<file path="src/rtl/gravador_mapa_pkg.sv">
// Shared constants, FSM state encoding and the column sanitiser for the game-map writer.
package gravador_mapa_pkg;

    localparam int PROFUND  = 16;
    localparam int N_FAIXAS = 4;
    localparam int ADDR_W   = $clog2(PROFUND);

    localparam logic [N_FAIXAS-1:0] COL_CHEIA   = 4'b1111;
    localparam logic [3:0]          AJUSTES_MAX = 4'd15;

    typedef enum logic [2:0] {
        INICIAL     = 3'd0,
        ZERA        = 3'd1,
        ESPERA_DADO = 3'd2,
        GERA        = 3'd3,
        VALIDA      = 3'd4,
        GRAVA       = 3'd5,
        PROXIMO     = 3'd6,
        FIM         = 3'd7
    } estado_t;

    // A fully blocked column gets one lane opened, chosen by the column index.
    function automatic logic [N_FAIXAS-1:0] sanitiza(input logic [N_FAIXAS-1:0] col,
                                                     input logic [1:0]          faixa);
        logic [N_FAIXAS-1:0] r_limpa;
        r_limpa = col;
        if (col == COL_CHEIA) begin
            r_limpa[faixa] = 1'b0;
        end
        return r_limpa;
    endfunction

endpackage

</file>
<file path="src/rtl/gravador_mapa_lfsr.sv">
// 8-bit Fibonacci LFSR, x^8+x^6+x^5+x^4+1; steps once per cycle while avanca is high.
module gerador_lfsr_8 #(
    parameter logic [7:0] SEED = 8'hA5
) (
    input  logic       clock,
    input  logic       reset,
    input  logic       avanca,
    output logic [7:0] q
);

    logic [7:0] r_lfsr;
    logic       w_realim;

    assign w_realim = r_lfsr[7] ^ r_lfsr[5] ^ r_lfsr[4] ^ r_lfsr[3];

    always_ff @(posedge clock or negedge reset) begin
        if (!reset) begin
            r_lfsr <= SEED;
        end else if (avanca) begin
            r_lfsr <= {r_lfsr[6:0], w_realim};
        end
    end

    assign q = r_lfsr;

endmodule

</file>
<file path="src/rtl/gravador_mapa.sv">
// Writer side of the 16x4 game-map RAM: fills every column from an external stream or the LFSR,
// sanitising each column, and raises pronto when the map is complete.
//
// state       | meaning
// INICIAL     | idle after reset, waits for iniciar
// ZERA        | writes column 0 as 0000
// ESPERA_DADO | dado_pronto high, waits for an external column
// GERA        | steps the LFSR for the next column
// VALIDA      | sanitises the column, counts adjustments
// GRAVA       | one-cycle write of the column at ptr
// PROXIMO     | advances ptr, decides source or end
// FIM         | map complete, pronto high, iniciar restarts
module gravador_mapa
    import gravador_mapa_pkg::*;
#(
    parameter logic [7:0] SEED = 8'hA5
) (
    input  logic        clock,
    input  logic        reset,
    input  logic        iniciar,
    input  logic        modo,
    input  logic        dado_valido,
    input  logic [3:0]  dado,
    output logic        dado_pronto,
    output logic        we,
    output logic [3:0]  addr,
    output logic [3:0]  data,
    output logic        pronto,
    output logic [3:0]  ajustes,
    output logic [3:0]  db_estado
);

    estado_t             r_estado;
    estado_t             w_prox;
    logic                r_modo;
    logic [ADDR_W-1:0]   r_ptr;
    logic [N_FAIXAS-1:0] r_col;
    logic                r_we;
    logic [ADDR_W-1:0]   r_addr;
    logic [N_FAIXAS-1:0] r_data;
    logic                r_pronto;
    logic [3:0]          r_ajustes;

    logic                w_inicia;
    logic                w_avanca;
    logic [7:0]          w_lfsr_q;
    logic [3:0]          w_lfsr_unused;
    logic [N_FAIXAS-1:0] w_lfsr_col;
    logic [N_FAIXAS-1:0] w_col_bruta;
    logic [N_FAIXAS-1:0] w_col_limpa;

    gerador_lfsr_8 #(
        .SEED (SEED)
    ) u_lfsr (
        .clock  (clock),
        .reset  (reset),
        .avanca (w_avanca),
        .q      (w_lfsr_q)
    );

    assign {w_lfsr_unused, w_lfsr_col} = w_lfsr_q;

    assign w_avanca    = (r_estado == GERA);
    assign w_inicia    = iniciar && ((r_estado == INICIAL) || (r_estado == FIM));
    // In LFSR mode the generator already stepped in GERA, so VALIDA sees the new value.
    assign w_col_bruta = r_modo ? w_lfsr_col : r_col;
    assign w_col_limpa = sanitiza(w_col_bruta, r_ptr[1:0]);

    always_ff @(posedge clock or negedge reset) begin
        if (!reset) begin
            r_estado <= INICIAL;
        end else begin
            r_estado <= w_prox;
        end
    end

    always_comb begin
        w_prox = r_estado;
        case (r_estado)
            INICIAL:     if (iniciar) w_prox = ZERA;
            ZERA:        w_prox = PROXIMO;
            ESPERA_DADO: if (dado_valido) w_prox = VALIDA;
            GERA:        w_prox = VALIDA;
            VALIDA:      w_prox = GRAVA;
            GRAVA:       w_prox = PROXIMO;
            PROXIMO: begin
                if (r_ptr == ADDR_W'(PROFUND - 1)) begin
                    w_prox = FIM;
                end else if (r_modo) begin
                    w_prox = GERA;
                end else begin
                    w_prox = ESPERA_DADO;
                end
            end
            FIM:         if (iniciar) w_prox = ZERA;
            default:     w_prox = INICIAL;
        endcase
    end

    always_ff @(posedge clock or negedge reset) begin
        if (!reset) begin
            r_modo <= 1'b0;
            r_ptr  <= '0;
            r_col  <= '0;
        end else begin
            if (w_inicia) begin
                r_modo <= modo;
                r_ptr  <= '0;
            end else if (r_estado == PROXIMO) begin
                r_ptr <= r_ptr + 1'b1;
            end
            if ((r_estado == ESPERA_DADO) && dado_valido) begin
                r_col <= dado;
            end
        end
    end

    // Outputs are registered from the next state so we is high exactly while in ZERA or GRAVA.
    always_ff @(posedge clock or negedge reset) begin
        if (!reset) begin
            r_we     <= 1'b0;
            r_addr   <= '0;
            r_data   <= '0;
            r_pronto <= 1'b0;
        end else begin
            r_we     <= (w_prox == ZERA) || (w_prox == GRAVA);
            r_pronto <= (w_prox == FIM);
            if (w_prox == ZERA) begin
                r_addr <= '0;
                r_data <= '0;
            end else if (w_prox == GRAVA) begin
                r_addr <= r_ptr;
                r_data <= w_col_limpa;
            end
        end
    end

    always_ff @(posedge clock or negedge reset) begin
        if (!reset) begin
            r_ajustes <= '0;
        end else if (w_inicia) begin
            r_ajustes <= '0;
        end else if ((r_estado == VALIDA) && (w_col_bruta == COL_CHEIA)
                     && (r_ajustes != AJUSTES_MAX)) begin
            r_ajustes <= r_ajustes + 1'b1;
        end
    end

    assign dado_pronto = (r_estado == ESPERA_DADO);
    assign we          = r_we;
    assign addr        = r_addr;
    assign data        = r_data;
    assign pronto      = r_pronto;
    assign ajustes     = r_ajustes;
    assign db_estado   = {1'b0, r_estado};

endmodule
</file>
<file path="config.mk">
export PLATFORM = sky130hd
export DESIGN_NAME = gravador_mapa
export DESIGN_NICKNAME = d
export VERILOG_FILES = /design/src/rtl/gravador_mapa_pkg.sv /design/src/rtl/gravador_mapa_lfsr.sv /design/src/rtl/gravador_mapa.sv
export SDC_FILE = /design/constraint.sdc
export NUM_CORES = 1
export LEC_CHECK = 0
export CAP_MARGIN = 20
export CORE_AREA = 5 5 66 68
export DETAILED_ROUTE_END_ITERATION = 10
export DIE_AREA = 0 0 71 73
export GPL_ROUTABILITY_DRIVEN = 0
export PLACE_DENSITY = 0.78
export SETUP_SLACK_MARGIN = 0.4
export SLEW_MARGIN = 20
export SYNTH_ARGS = -nofsm -noshare
export SYNTH_HDL_FRONTEND = slang
export SYNTH_SLANG_ARGS = --single-unit
export TNS_END_PERCENT = 5
</file>
<file path="constraint.sdc">
create_clock -name clock -period 2 [get_ports clock]
set_input_delay 0.5 -clock clock [delete_from_list [all_inputs] [get_ports clock]]
set_output_delay 0.5 -clock clock [all_outputs]
set_load 0.02 [all_outputs]
</file>
==> results by group, run 1 <==
Run status
  • Status: finished, final reports clean

Power and ir drop
  • Pwr Total: roughly 3.4 mW
  • Pwr/cell area: 1480 nW/µm²
  • Peak supply drop: ~0.86 mV
  • Leakage power: roughly 1.1 nW

Route
  • DRT antenna net count: 0
  • Final WL: approximately 4100 µm
  • DRC viols: 0
  • DRT Pass-1 Iters: 4
  • Via count: around 1,400
  • Wire per inst: 16.1 µm
  • Vias per cell: 5.44
  • DRT iter0 DRCs: 75

Global routing
  • First-pass GRT wire length: between 6000 and 7000 µm
  • GRT overflow: 0
  • GR Util All Layers: 0.162
  • Initial antenna violation count: 0
  • Vias in the first global route: roughly 1,400
  • Largest net degree at the start of global routing: 35

Yosys
  • Synth Net Count: 162
  • Largest area contributor in the netlist: dfrtp_1
  • Most common cell in the synthesized netlist: dfrtp_1
  • Asr flop ratio synth: 1.00
  • Syn_area_per_cell: roughly 11 µm²
  • Synth top cells by count: 30 x dfrtp_1, 11 x mux2_2, 11 x nand2_1, 9 x a21oi_1, 8 x a22o_1
  • Top cells by area, synth: dfrtp_1 45%, mux2_2 7.5%, dfstp_2 6.4%, a22o_1 4.2%, ha_1 3.8%
  • Synth top area share: 0.455
  • Register area share after synthesis: 0.518
  • Mapped Cells: between 100 and 150
  • Yosys reg bits: 34
  • EDFF count, synth: 0
  • Post-Synthesis Cell Area: roughly 1700 µm²
  • Top_reg_cell synth: dfrtp_1
  • Count of cell types in the netlist: 42
  • Number of synthesis warnings: 0

Clock network
  • Worst-path clk slew: roughly 70 ps
  • TritonCTS clock tree: yes
  • Clock sinks: 34
  • Hold_buf cts: 0
  • Root buf cell: clkbuf_8
  • Clk buf depth: 2
  • CTS buffer count: 5
  • Clock Latency Late Sink: between 200 and 300 ps
  • CTS H-Tree Depth: 2

STA
  • Hold Vio Cnt, Final: 0
  • Setup Skew: approximately 8.9 ps
  • # setup viols final: 0
  • Slew margin rel.: 0.624
  • Tmin final: between 1500 and 2000 ps
  • Tcrit/Tclk final: 0.924
  • Setup TNS Final: 0 ps
  • Fmax: around 0.54 GHz
  • Slew @ Worst Pin: 560 ps
  • Worst hold slack: slightly below 500 ps
  • Fin. max-slew vios: 0
  • RSZ-0062 raised after global routing: yes

Setup path
  • CP max FO: 6
  • R2r endpoint: ajustes[0]$_DFFE_PN0P_
  • Worst setup SP type: flip-flop
  • Arr. time, crit path: around 2100 ps
  • Max incr delay on CP: ~460 ps
  • Crit path cell chain: nand2b_4, a222oi_1, buf_4, o211ai_4, or4_1, a21oi_2
  • Critical path's top delay family: simple AND/OR/NAND/NOR gates
  • CP max-delay cell: dfrtp_2
  • Sum of buffers and inverters on the critical path: 1
  • Flop2flop setup slack: between 150 and 200 ps
  • Crit. End Element: flip-flop
  • RR Startpoint: r_estado[1]$_DFF_PN0_
  • CP required: approximately 2200 ps
  • Critical path type: flip-flop to flip-flop
  • Reg2reg path depth: 6

Die
  • Initial Utilization: 0.435
  • DIE AREA: 5180 µm²
  • CORE AREA: approximately 3800 µm²
  • Die Wd: ~71 µm
  • Die Span Y: ~73 µm
  • Io pins: 28
  • Number of core rows: 23

Hold path
  • WHS Path Cells: 2
  • Worst hold start: u_lfsr.q[0]$_DFFE_PN1P_
  • Hold crit path type: flip-flop to flip-flop
  • Hold path endpoint: u_lfsr.q[0]$_DFFE_PN1P_

Run
  • Maxcap violations: 0

Final layout
  • Antenna Cells: 0
  • Nets: 215
  • Synthesis-to-finish area growth: 39.8%
  • Fraction of layout cells with a size suffix above 1: 0.317
  • Fill cells: about 310

Placement
  • PortBufs: 26
  • HPWL after DPL: about 2700 µm
## per-stage QoR
stage          setup WS, ps  utilization  cells  area (µm²)
3_5_place_dp           -383        0.545    234        2070
6_report                152        0.608    252        2310
3_3_place_gp           -294        0.545    234        2070
2_1_floorplan           133            -    148        1680
4_1_cts                99.1        0.580    246        2200
5_1_grt                45.7        0.608    252        2310
## worst max-delay path by stage
stage	to	cells after the start	slack [ps]	start
2_1_floorplan	ajustes[0]$_DFFE_PN0P_	6	130	r_estado[1]$_DFF_PN0_
3_3_place_gp	ajustes[0]$_DFFE_PN0P_	6	-290	iniciar
3_5_place_dp	ajustes[0]$_DFFE_PN0P_	6	-380	iniciar
4_1_cts	ajustes[0]$_DFFE_PN0P_	6	100	r_ptr[1]$_DFFE_PN0P_
5_1_grt	ajustes[2]$_DFFE_PN0P_	7	50	r_estado[1]$_DFF_PN0_
6_report	ajustes[0]$_DFFE_PN0P_	6	150	r_estado[1]$_DFF_PN0_
## metal layers
| layer | track usage | vias up | wire length [µm] |
|---|---|---|---|
| met3 | 0.0317 | 7 | 181 |
| met5 | 0 | - | 0 |
| met1 | 0.212 | 683 | 1780 |
| met2 | 0.264 | 37 | 2030 |
| li1 | - | 644 | - |
| met4 | 0.0668 | 0 | 65 |
## where the power goes
part | switching, mW | internal (mW)
Sequential | 0.165 | 0.885
Clock | 0.239 | 0.277
Combinational | 0.945 | 0.912
Total | 1.35 | 2.07
## cells by family (layout without fill, tap and decap cells)
| family | count (synthesis) | in the layout | share of synthesized area |
|---|---|---|---|
| AND/OR/NAND/NOR | 40 | 40 | 0.121 |
| AO/OA/AOI/OAI | 35 | 35 | 0.155 |
| flip-flops | 34 | 34 | 0.518 |
| multiplexers | 15 | 15 | 0.0992 |
| buffers and inverters | 12 | 66 | 0.0349 |
| XOR/XNOR | 6 | 6 | 0.0318 |
| adder cells (fa/ha/maj) | 5 | 5 | 0.0379 |
| other | 1 | 1 | 0.00227 |
## cell usage in the layout, fill, tap and decap left out, drive strengths merged, types with 2 or more instances in the layout
cell type / n
clkbuf: 7
clkdlybuf4s50: 21
nor2b: 2
o31ai: 2
nand2b: 2
a21oi: 9
dfrtp: 30
xor2: 2
nand3: 6
inv: 7
nand4: 3
buf: 25
nand2: 11
mux2: 11
o21a: 2
ha: 5
a22o: 8
and3: 2
nor3: 4
o21ai: 4
nor2: 6
xnor2: 4
dlygate4sd2: 4
dfstp: 4
mux2i: 4
## worst reg2reg max path, stage by stage, from the launching register on
cell and delay, ps:
dfrtp_2 460, nand2b_4 160, a222oi_1 320, buf_4 190
o211ai_4 100, or4_1 440, a21oi_2 130
## what timing repair did
action | 4_1_cts | 5_1_grt
endpoints found under the setup margin | 32 | 44
pin swaps | 2 | 3
setup buffers | 4 | 6
gates resized for setup | 8 | 12
## area by class of cell
cell class,instances,area [µm²],area share
multi-input combinational,102,818,0.354
clock inverter,1,5.00,0.00217
tap,50,62.6,0.0271
sequential,34,860,0.372
timing repair buffer,51,449,0.194
clock buffer,7,86.3,0.0374
inverter,7,28.8,0.0125
## state kept, by name, indices dropped and copies added, names as in the netlist
register / flops
r_ptr: 4
pronto: 1
r_col: 4
data: 4
we: 1
r_estado: 3
ajustes: 4
r_modo: 1
u_lfsr.q: 8
addr: 4
Power figures use the tool's default switching activity.
==> inputs of run 2 (changes only) <==
--- a/config.mk
+++ b/config.mk
@@ -6,9 +6,10 @@
 export NUM_CORES = 1
 export LEC_CHECK = 0
 export CAP_MARGIN = 20
-export CORE_AREA = 5 5 66 68
+export CORE_AREA = 5 5 57 79
+export CTS_CLUSTER_SIZE = 14
 export DETAILED_ROUTE_END_ITERATION = 10
-export DIE_AREA = 0 0 71 73
+export DIE_AREA = 0 0 62 84
 export GPL_ROUTABILITY_DRIVEN = 0
 export PLACE_DENSITY = 0.78
 export SETUP_SLACK_MARGIN = 0.4
==> run 2 against run 1 <==
Effect of this change:
- the run now ends with negative setup slack left
- combinational power about the same
- routed wire length decreased by 0.20%
- clock skew decreased by 1.5 ps
- sequential share of layout area decreased by 0.85 points
- sequential power about the same
- global-route usage increased by 1.2 points
- count of clock-buffer cells in the layout decreased by 1
- first-iteration DRC count decreased by 23%
- die area increased by 0.48%
==> results by group, run 2 (synthesized netlist as in run 1, its figures left out) <==
Route
  • Met1 wire length: approximately 1500 µm
  • Via count: 1,375
  • Vias per cell: roughly 5.5
  • Wire per inst: between 15 and 20 µm
  • DRT antenna net count: 0
  • Top Metal Used: met4
  • Final WL: between 4000 and 5000 µm
  • Met2 WL: around 2300 µm
  • DRC viols: 0
  • WL met3: ~160 µm
  • DRT iter0 DRCs: 58
  • DRT Pass-1 Iters: 7

Die
  • Die Wd: approximately 62 µm
  • CORE AREA: 3780 µm²
  • Number of core rows: 27
  • Initial Utilization: 0.437
  • Die Span Y: between 80 and 90 µm
  • DIE AREA: 5210 µm²
  • Io pins: 28

Global routing
  • GRT overflow: 0
  • First-pass GRT wire length: around 6900 µm
  • Initial antenna violation count: 0
  • GR Util All Layers: 0.174
  • Largest net degree at the start of global routing: 35
  • Vias in the first global route: roughly 1,500

Power and ir drop
  • Clock share of power: 0.153
  • Switching share of power: 0.397
  • Power Internal: approximately 2.1 mW
  • Reg power frac: 0.303
  • Combinational share of power: 0.545
  • Peak supply drop: between 0.7 and 0.8 mV
  • NetSw: about 1.4 mW
  • Pwr/cell area: between 1000 and 1500 nW/µm²
  • Pwr Total: around 3.5 mW
  • Leakage power: between 1 and 1.5 nW

Setup path
  • Crit. End Element: flip-flop
  • Setup crit end: ajustes[1]$_DFFE_PN0P_
  • CP max FO: 4
  • Crit path cell chain: ha_4, nand3_4, a222oi_1, o211ai_2, buf_4, buf_4, o31ai_2, a21oi_1
  • Flop2flop setup slack: -4 ps
  • Arr. time, crit path: about 2200 ps
  • CP max-delay cell: dfrtp_1
  • RR Startpoint: r_ptr[1]$_DFFE_PN0P_
  • Max incr delay on CP: 400 ps
  • Most common cell on crit path: buf_4
  • CP required: 2160 ps
  • Critical path type: flip-flop to flip-flop
  • R2r endpoint: ajustes[1]$_DFFE_PN0P_
  • Critical path depth in cells: 8
  • Worst setup SP type: flip-flop
  • Reg2reg path depth: 8
  • Critical path's top delay family: compound AO/OA/AOI/OAI gates
  • Sum of buffers and inverters on the critical path: 2
  • Crit path from: r_ptr[1]$_DFFE_PN0P_

STA
  • Setup Skew: between 7 and 8 ps
  • Fin. max-slew vios: 0
  • Tmin final: approximately 2000 ps
  • Tcrit/Tclk final: 1.00
  • Worst setup margin: -3.71 ps
  • # setup viols final: 1
  • Fmax: between 0.4 and 0.5 GHz
  • RSZ-0062 raised after global routing: yes
  • Hold Vio Cnt, Final: 0

Final layout
  • Synthesis-to-finish area growth: 43.1%
  • Nets: 218
  • Design Area, Final: ~2400 µm²
  • FF+latch area: around 860 µm²
  • Fraction of layout cells with a size suffix above 1: 0.341
  • Area of the multi-input gates: slightly above 800 µm²
  • Most frequent cells in the layout: 27 x dfrtp_1, 26 x buf_4, 16 x dlymetal6s2s_1
  • Number of flip-flops in the largest register: 8
  • Most common cell after layout, fill and taps aside: dfrtp_1
  • Fill cells: ~290
  • Fin cells: between 200 and 250
  • Antenna Cells: 0

Clock network
  • Clock Latency Late Sink: 290 ps
  • Root buf cell: clkbuf_8
  • Clk buf depth: 2
  • Worst-path clk slew: 70 ps
  • CTS H-Tree Depth: 2
  • CTS buffer count: 5
  • TritonCTS clock tree: yes
  • Clock sinks: 34

Placement
  • Dpl cells: between 200 and 250
  • PortBufs: 26
  • Placement Cell Area: between 2000 and 2500 µm²
  • HPWL after DPL: around 2800 µm
  • DP Worst Slack: -525 ps

Run status
  • Status: complete, but fails checks
  • Failing checks: negative setup slack

Hold path
  • Hold crit path type: flip-flop to flip-flop
  • Worst hold start: u_lfsr.q[0]$_DFFE_PN1P_

Run
  • Maxcap violations: 0
==> run 2: cell count changes in the layout (fill, tap and decap cells not counted), moves of 2 or more <==
cell,previous run,this run
dlymetal6s2s_1,1,16
clkdlybuf4s50_1,21,7
dlygate4sd2_1,4,1
buf_4,24,26
buf_6,1,3
inv_2,1,3
nor3_1,4,2
==> run 2: per-stage QoR <==
stage / util / setup TNS, ps / hold slack (ps)
global route: 0.625 / -1040 / 520
CTS: 0.601 / 0 / 500
detailed placement: 0.547 / -5600 / 491
floorplan: - / 0 / 204
finish: 0.625 / -3.71 / 495
global placement: 0.547 / -3310 / 482
==> run 2: worst min path at each step <==
stage                               to  slack (ps)  cells past startpoint
3_3_place_gp   u_lfsr.q[7]$_DFFE_PN1P_         480                      1
6_report       u_lfsr.q[0]$_DFFE_PN1P_         490                      2
2_1_floorplan      addr[0]$_DFFE_PN0P_         200                      0
5_1_grt            data[3]$_DFFE_PN0P_         520                      1
3_5_place_dp   u_lfsr.q[0]$_DFFE_PN1P_         490                      2
4_1_cts        u_lfsr.q[0]$_DFFE_PN1P_         500                      2
==> run 2: power by group through the flow <==
stage          combinational [mW]  sequential [mW]  clock [mW]
2_1_floorplan               0.785             1.16           0
3_3_place_gp                 1.47             1.06           0
3_5_place_dp                 1.52             1.08           0
4_1_cts                      1.74             1.05       0.542
5_1_grt                      2.06             1.08       0.578
6_report                     1.89             1.05       0.530
==> run 2: what timing repair did <==
item / CTS / global route
resized for setup: 9 / 34
pin swaps: 5 / 3
hold buffers: 0 / 0
setup buffers: 10 / 2
endpoints found under the setup margin: 33 / 36
endpoints found under the hold margin: 0 / 0
==> run 2: layout make-up <==
type | instances | area share
inverter | 7 | 0.0111
clock inverter | 2 | 0.00529
timing repair buffer | 54 | 0.217
tap | 43 | 0.0228
multi-input combinational | 102 | 0.345
sequential | 34 | 0.364
clock buffer | 6 | 0.0349
==> run 2: worst reg2reg max path, stage by stage (launching register included) <==
cell      delay (ps)
dfrtp_1          400
ha_4             170
nand3_4           70
a222oi_1         400
o211ai_2         230
buf_4            190
buf_4            130
o31ai_2          180
a21oi_1          100
==> run 2: layer usage <==
| metal | GRT usage | up-vias |
|---|---|---|
| met5 | 0 | - |
| met4 | 0.0811 | 0 |
| met3 | 0.0356 | 7 |
| met2 | 0.295 | 33 |
| met1 | 0.197 | 686 |
| li1 | - | 649 |
